<file path="config.mk">
export PLATFORM = sky130hd
export DESIGN_NAME = engine_rr_scheduler_flat
export DESIGN_NICKNAME = d
export VERILOG_FILES = /design/src/rtl/engine_rr_scheduler_if.sv /design/src/rtl/engine_rr_scheduler.sv /design/src/flat_wrapper.sv
export SDC_FILE = /design/constraint.sdc
export NUM_CORES = 1
export LEC_CHECK = 0
export BUFFER_PORTS_ARGS = -buffer_cell sky130_fd_sc_hd__buf_2
export CORE_ASPECT_RATIO = 1.75
export CORE_MARGIN = 2
export CORE_UTILIZATION = 25
export DETAILED_ROUTE_END_ITERATION = 12
export GPL_ROUTABILITY_DRIVEN = 0
export HOLD_SLACK_MARGIN = 0.12
export MAX_ROUTING_LAYER = met4
export PLACE_DENSITY = 0.51
export SYNTH_ARGS = -nofsm -noshare
export SYNTH_HDL_FRONTEND = slang
export SYNTH_SLANG_ARGS = --single-unit
</file>
<file path="constraint.sdc">
create_clock -name clock -period 2.05 [get_ports clock]
set_clock_uncertainty 0.15 [all_clocks]
set_input_delay 0.205 -clock clock [delete_from_list [all_inputs] [get_ports clock]]
set_output_delay 0.205 -clock clock [all_outputs]
set_load 0.01 [all_outputs]
</file>
<file path="src/rtl/engine_rr_scheduler_if.sv">
// Requester/engine signal bundle around engine_rr_scheduler.
// slave = scheduler view, master = surrounding datapath view.
interface engine_rr_scheduler_if #(
    parameter int V_W = 16,
    parameter int U_W = 2,
    parameter int D_W = 21
);
    logic           req0;
    logic           req1;
    logic [V_W-1:0] v0;
    logic [V_W-1:0] v1;
    logic [U_W-1:0] u0;
    logic [U_W-1:0] u1;
    logic           gnt0;
    logic           gnt1;
    logic           done0;
    logic           done1;
    logic           res_valid;
    logic           res_id;
    logic [D_W-1:0] res_data;
    logic           err;
    logic           timeout_flag;
    logic           eng_start;
    logic [V_W-1:0] eng_v;
    logic [U_W-1:0] eng_u;
    logic           eng_done;
    logic           eng_wr_req;
    logic [D_W-1:0] eng_wr_data;

    modport slave (
        input  req0, req1, v0, v1, u0, u1,
        input  eng_done, eng_wr_req, eng_wr_data,
        output gnt0, gnt1, done0, done1,
        output res_valid, res_id, res_data,
        output err, timeout_flag,
        output eng_start, eng_v, eng_u
    );

    modport master (
        output req0, req1, v0, v1, u0, u1,
        output eng_done, eng_wr_req, eng_wr_data,
        input  gnt0, gnt1, done0, done1,
        input  res_valid, res_id, res_data,
        input  err, timeout_flag,
        input  eng_start, eng_v, eng_u
    );
endinterface

</file>
<file path="src/rtl/engine_rr_scheduler.sv">
// Round-robin owner of one start/done engine shared by two requesters.
// Define WATCHDOG_EN to bound WAIT by TIMEOUT_CYCLES (drives err/timeout_flag).
module engine_rr_scheduler #(
    parameter int V_W            = 16,
    parameter int U_W            = 2,
    parameter int D_W            = 21,
    parameter int TIMEOUT_CYCLES = 1024
) (
    input logic                  clock,
    input logic                  reset,
    engine_rr_scheduler_if.slave bus
);

    typedef enum logic [1:0] {
        S_IDLE,
        S_GRANT,
        S_ISSUE,
        S_WAIT
    } state_t;

    state_t         state_q, state_d;
    logic           prio_q, prio_d;
    logic           id_q, id_d;
    logic [V_W-1:0] v_q, v_d;
    logic [U_W-1:0] u_q, u_d;
    logic           gnt0_q, gnt0_d;
    logic           gnt1_q, gnt1_d;
    logic           start_q, start_d;
    logic           done0_q, done0_d;
    logic           done1_q, done1_d;
    logic           rv_q, rv_d;
    logic [D_W-1:0] rd_q, rd_d;
    logic           any_req;
    logic           take;
    logic           win;
    logic           fin;
    logic           tmo;

    assign any_req = bus.req0 | bus.req1;
    assign take    = (state_q == S_IDLE) & any_req;
    // On a tie prio_q names the requester that was not served last.
    assign win     = (bus.req0 & bus.req1) ? prio_q : bus.req1;
    assign fin     = (state_q == S_WAIT) & (bus.eng_done | tmo);

`ifdef WATCHDOG_EN
    localparam int CW = $clog2(TIMEOUT_CYCLES + 1);
    localparam logic [CW-1:0] CNT_LAST = CW'(TIMEOUT_CYCLES - 1);

    logic [CW-1:0] cnt_q, cnt_d;
    logic          err_q, err_d;
    logic          tflag_q, tflag_d;

    // A real eng_done on the terminal-count cycle beats the timeout.
    assign tmo     = (state_q == S_WAIT) & ~bus.eng_done & (cnt_q == CNT_LAST);
    assign cnt_d   = (state_q == S_WAIT) ? cnt_q + CW'(1) : '0;
    assign err_d   = tmo;
    assign tflag_d = tflag_q | tmo;

    always_ff @(posedge clock) begin
        if (reset) begin
            cnt_q   <= '0;
            err_q   <= 1'b0;
            tflag_q <= 1'b0;
        end else begin
            cnt_q   <= cnt_d;
            err_q   <= err_d;
            tflag_q <= tflag_d;
        end
    end

    assign bus.err          = err_q;
    assign bus.timeout_flag = tflag_q;
`else
    logic unused_timeout_cfg;

    assign unused_timeout_cfg = (TIMEOUT_CYCLES > 0);
    assign tmo                = 1'b0;
    assign bus.err            = 1'b0;
    assign bus.timeout_flag   = 1'b0;
`endif

    always_ff @(posedge clock) begin
        if (reset) begin
            state_q <= S_IDLE;
        end else begin
            state_q <= state_d;
        end
    end

    always_comb begin
        state_d = state_q;
        unique case (state_q)
            S_IDLE:  if (any_req) state_d = S_GRANT;
            S_GRANT: state_d = S_ISSUE;
            S_ISSUE: state_d = S_WAIT;
            S_WAIT:  if (fin) state_d = S_IDLE;
            default: state_d = S_IDLE;
        endcase
    end

    always_comb begin
        id_d = id_q;
        v_d  = v_q;
        u_d  = u_q;
        if (take) begin
            id_d = win;
            v_d  = win ? bus.v1 : bus.v0;
            u_d  = win ? bus.u1 : bus.u0;
        end
        gnt0_d  = (state_q == S_GRANT) & ~id_q;
        gnt1_d  = (state_q == S_GRANT) & id_q;
        start_d = (state_q == S_ISSUE);
        rv_d    = (state_q == S_WAIT) & bus.eng_wr_req;
        rd_d    = rv_d ? bus.eng_wr_data : rd_q;
        done0_d = fin & ~id_q;
        done1_d = fin & id_q;
        prio_d  = fin ? ~id_q : prio_q;
    end

    always_ff @(posedge clock) begin
        if (reset) begin
            prio_q  <= 1'b0;
            id_q    <= 1'b0;
            v_q     <= '0;
            u_q     <= '0;
            gnt0_q  <= 1'b0;
            gnt1_q  <= 1'b0;
            start_q <= 1'b0;
            done0_q <= 1'b0;
            done1_q <= 1'b0;
            rv_q    <= 1'b0;
            rd_q    <= '0;
        end else begin
            prio_q  <= prio_d;
            id_q    <= id_d;
            v_q     <= v_d;
            u_q     <= u_d;
            gnt0_q  <= gnt0_d;
            gnt1_q  <= gnt1_d;
            start_q <= start_d;
            done0_q <= done0_d;
            done1_q <= done1_d;
            rv_q    <= rv_d;
            rd_q    <= rd_d;
        end
    end

    assign bus.gnt0      = gnt0_q;
    assign bus.gnt1      = gnt1_q;
    assign bus.eng_start = start_q;
    assign bus.eng_v     = v_q;
    assign bus.eng_u     = u_q;
    assign bus.done0     = done0_q;
    assign bus.done1     = done1_q;
    assign bus.res_valid = rv_q;
    assign bus.res_id    = id_q;
    assign bus.res_data  = rd_q;

endmodule

</file>
<file path="src/flat_wrapper.sv">
// flat-port wrapper written by rule: the top's interface ports become plain ports
module engine_rr_scheduler_flat 
#(
    parameter int V_W            = 16,
    parameter int U_W            = 2,
    parameter int D_W            = 21,
    parameter int TIMEOUT_CYCLES = 1024
)
  (clock, reset, bus_req0, bus_req1, bus_v0, bus_v1, bus_u0, bus_u1, bus_eng_done, bus_eng_wr_req, bus_eng_wr_data, bus_gnt0, bus_gnt1, bus_done0, bus_done1, bus_res_valid, bus_res_id, bus_res_data, bus_err, bus_timeout_flag, bus_eng_start, bus_eng_v, bus_eng_u);
  engine_rr_scheduler_if #(.V_W(V_W), .U_W(U_W), .D_W(D_W)) bus_i ();
  input logic clock;
  input logic reset;
  input wire logic [$bits(bus_i.req0)-1:0] bus_req0;
  input wire logic [$bits(bus_i.req1)-1:0] bus_req1;
  input wire logic [$bits(bus_i.v0)-1:0] bus_v0;
  input wire logic [$bits(bus_i.v1)-1:0] bus_v1;
  input wire logic [$bits(bus_i.u0)-1:0] bus_u0;
  input wire logic [$bits(bus_i.u1)-1:0] bus_u1;
  input wire logic [$bits(bus_i.eng_done)-1:0] bus_eng_done;
  input wire logic [$bits(bus_i.eng_wr_req)-1:0] bus_eng_wr_req;
  input wire logic [$bits(bus_i.eng_wr_data)-1:0] bus_eng_wr_data;
  output wire logic [$bits(bus_i.gnt0)-1:0] bus_gnt0;
  output wire logic [$bits(bus_i.gnt1)-1:0] bus_gnt1;
  output wire logic [$bits(bus_i.done0)-1:0] bus_done0;
  output wire logic [$bits(bus_i.done1)-1:0] bus_done1;
  output wire logic [$bits(bus_i.res_valid)-1:0] bus_res_valid;
  output wire logic [$bits(bus_i.res_id)-1:0] bus_res_id;
  output wire logic [$bits(bus_i.res_data)-1:0] bus_res_data;
  output wire logic [$bits(bus_i.err)-1:0] bus_err;
  output wire logic [$bits(bus_i.timeout_flag)-1:0] bus_timeout_flag;
  output wire logic [$bits(bus_i.eng_start)-1:0] bus_eng_start;
  output wire logic [$bits(bus_i.eng_v)-1:0] bus_eng_v;
  output wire logic [$bits(bus_i.eng_u)-1:0] bus_eng_u;
  assign bus_i.req0 = bus_req0;
  assign bus_i.req1 = bus_req1;
  assign bus_i.v0 = bus_v0;
  assign bus_i.v1 = bus_v1;
  assign bus_i.u0 = bus_u0;
  assign bus_i.u1 = bus_u1;
  assign bus_i.eng_done = bus_eng_done;
  assign bus_i.eng_wr_req = bus_eng_wr_req;
  assign bus_i.eng_wr_data = bus_eng_wr_data;
  assign bus_gnt0 = bus_i.gnt0;
  assign bus_gnt1 = bus_i.gnt1;
  assign bus_done0 = bus_i.done0;
  assign bus_done1 = bus_i.done1;
  assign bus_res_valid = bus_i.res_valid;
  assign bus_res_id = bus_i.res_id;
  assign bus_res_data = bus_i.res_data;
  assign bus_err = bus_i.err;
  assign bus_timeout_flag = bus_i.timeout_flag;
  assign bus_eng_start = bus_i.eng_start;
  assign bus_eng_v = bus_i.eng_v;
  assign bus_eng_u = bus_i.eng_u;
  engine_rr_scheduler #(.V_W(V_W), .U_W(U_W), .D_W(D_W), .TIMEOUT_CYCLES(TIMEOUT_CYCLES)) u_core (.clock(clock), .reset(reset), .bus(bus_i));
endmodule
</file>
==> impl_metrics.json <==
{
  "status": "completed",
  "final_nets": 465,
  "cp_num_buf_inv": 2,
  "p_total_uw": 3225,
  "clk_latency_ns": 0.29,
  "cts.sinks": 49,
  "first_global_vias": 2205,
  "grt_max_degree": 29,
  "fin_crit_sh_pct": 93.33,
  "cts_made_buffers": 5,
  "clockBufferDepth": 2,
  "syn_to_final_growth_pct": 64.68,
  "routedWlPerCell_um": 13.89,
  "cpPeakStageDelay_ns": 0.56,
  "endpoint_kind": "register",
  "grt_overflow_total": 0,
  "dr.pass1.iters": 4,
  "ys_seq_elements": 49,
  "cts_root_buf": "clkbuf_16",
  "ff2ff_setup_slack_ns": 0.14,
  "crit_chain": "inv_1 -> ha_1 -> o21ai_4 -> a31oi_1 -> a21oi_1 -> dlygate4sd3_1",
  "min_period_ns": 1.913,
  "grt_pass1_wl_um": 10330,
  "arrival_ns": 1.94,
  "via_per_inst": 4.582,
  "start_util_pct": 25.61,
  "die_h_um": 122.7,
  "cts.htree.levels": 2,
  "antenna_found_initial": 0,
  "rsz0062_at_grt": "no",
  "power.density_nw_per_um2": 973.3,
  "rows": 43,
  "drive_gt1_share_pct": 31.66,
  "tns_ns": 0,
  "setup_viol": 0,
  "hpwl_um": 4445,
  "critPathKind": "reg2reg",
  "yosys_warnings": 0,
  "final-max-slew-violation-count": 0,
  "ys_types": 32,
  "vias": 2236,
  "critPathMaxFanout": 8,
  "diodes": 0,
  "hp-class": "in2reg",
  "crit_required_ns": 2.07,
  "die_area_sq_um": 8810,
  "final_util_pct": 42.18,
  "relSlewSlack_pct": 53.14,
  "syn_avg_cell_area_sq_um": 8.489,
  "postSynthCellCount": 237,
  "drt_wl_total_um": 6778,
  "peakVddDrop_v": 0.0004325,
  "clk_pin_slew_ns": 0.06,
  "crit_slowest_cell": "dlygate4sd3_1",
  "cts_tree": "done",
  "core_area_sq_um": 7855,
  "first_iter_violations": 44,
  "fmax_mhz": 522.6,
  "io_pins": 111,
  "route.detailed.drc": 0,
  "synth-seq-area-share_pct": 48.76,
  "leakage_uw": 0.001504,
  "cp-start-kind": "register",
  "antenna_left": 0,
  "fill_cells": 779,
  "drv_cap": 0,
  "io_buffers": 108,
  "worstMarginPinSlew_ns": 0.7022,
  "syn_area_sq_um": 2012,
  "hold_viol": 0,
  "die_w_um": 71.82,
  "cp_top_family": "buffers and inverters",
  "cts_resized": 0,
  "grt_use_total_pct": 15.62
}
-- synth_stat cells --
cell | number | area share [%]
nor2_1 | 3 | 0.56
buf_1 | 1 | 0.19
and3_1 | 1 | 0.31
a311oi_1 | 1 | 0.44
and2b_4 | 1 | 0.50
buf_8 | 1 | 0.75
clkbuf_2 | 1 | 0.25
nor3_1 | 1 | 0.25
dfxtp_1 | 49 | 49
inv_1 | 3 | 0.56
o21ai_4 | 1 | 0.81
nand2b_2 | 1 | 0.44
nand2_1 | 46 | 8.6
buf_2 | 4 | 1.0
inv_2 | 1 | 0.19
a31oi_1 | 18 | 5.6
nor3b_1 | 2 | 0.75
clkbuf_1 | 4 | 0.75
o21ai_0 | 25 | 6.2
a21oi_1 | 41 | 10
and2_1 | 1 | 0.31
mux2i_1 | 1 | 0.50
conb_1 | 1 | 0.19
buf_4 | 2 | 0.75
or3_1 | 1 | 0.31
o21ai_1 | 11 | 2.7
a32oi_1 | 1 | 0.44
buf_6 | 6 | 3.4
o21a_4 | 1 | 0.75
nor2b_1 | 2 | 0.62
ha_1 | 4 | 2.5
o211a_1 | 1 | 0.50
-- per-stage QoR --
stage | hold slack, ns | cell area (sq um) | cells | setup slack, ns
after floorplan | 0.1737 | 2016 | 238 | 0.6164
after global placement | 0.2890 | 2565 | 422 | 0.5503
after detailed placement | 0.2930 | 2565 | 422 | 0.4905
after CTS | 0.2250 | 3306 | 487 | 0.03440
after global routing | 0.2738 | 3313 | 488 | 0.02529
final | 0.2286 | 3313 | 488 | 0.1367
-- metal layers --
layer  GRT usage [%]  vias to the layer above  share of wire [%]
li1                -                     1138                  -
met1           14.08                      999                 37
met2           29.69                       83                 54
met3           2.874                       16                5.5
met4           8.844                        0                2.9
met5               -                        -                  0
-- area by class of cell --
type	count	area (sq um)	share of cell area [%]
inverters	4	15.01	0.4532
repair buffers	172	1166	35.20
well taps	90	112.6	3.399
clock inverters	2	35.03	1.057
multi-input cells	166	878.3	26.51
flip-flops and latches	49	980.9	29.61
clock buffers	5	125.1	3.776
-- placed cells by master (no fill, tap or decap), types with 3 or more instances in the layout --
cell and n:
nand2_1 46, o21ai_0 25, buf_2 108, dlygate4sd3_1 58, inv_1 3, dfxtp_1 49, o21ai_1 11, a21oi_1 41
ha_1 4, buf_4 6, a31oi_1 18, nor2_1 3, clkbuf_16 5
-- logic make-up after synthesis --
family                   Yosys count  share of synthesized area, %
AO/OA/AOI/OAI                    100                         27.67
AND/OR/NAND/NOR                   59                         12.62
flip-flops                        49                         48.76
buffers and inverters             23                         7.772
adder cells (fa/ha/maj)            4                         2.488
multiplexers                       1                        0.4975
other                              1                        0.1864
-- state kept, by name (all words and copies together), names as in the netlist --
name	flops
u_core.bus.eng_start	1
u_core.bus.done1	1
u_core.prio_q	1
u_core.bus.res_valid	1
u_core.bus.done0	1
u_core.bus.res_id	1
u_core.bus.gnt0	1
u_core.bus.eng_v	16
u_core.bus.eng_u	2
u_core.bus.res_data	21
u_core.state_q	2
u_core.bus.gnt1	1
-- repair_timing --
item	in CTS	in global routing
hold buffers	58	0
setup buffers	0	1
hold endpoints to repair	42	0
endpoints found under the setup margin	0	4
-- path summary, 6_finish.rpt --
path	from	to	cells past startpoint
worst max-delay path	u_core.state_q[0]$_SDFFE_PP0P_	u_core.bus.eng_u[0]$_SDFFE_PP0P_	6
worst min-delay path	bus_eng_wr_req	u_core.bus.res_valid$_SDFF_PP0_	4
worst max register to register	u_core.state_q[0]$_SDFFE_PP0P_	u_core.bus.eng_u[0]$_SDFFE_PP0P_	6
worst min register to register	u_core.bus.res_data[18]$_SDFFE_PP0P_	u_core.bus.res_data[18]$_SDFFE_PP0P_	2
-- report_power, final --
part / switching [uW] / total (uW) / leakage, uW / internal (uW)
clock network: 347 / 913 / 0.0000797 / 566
logic: 571 / 1070 / 0.00102 / 504
registers: 103 / 1240 / 0.000400 / 1130
total: 1020 / 3220 / 0.00150 / 2200
-- tightest hold or removal path, cell delays in order --
cell and delay (ns):
buf_2 0.08, nand2_1 0.04, buf_4 0.20, nor2_1 0.09
Power figures use the tool's default switching activity.
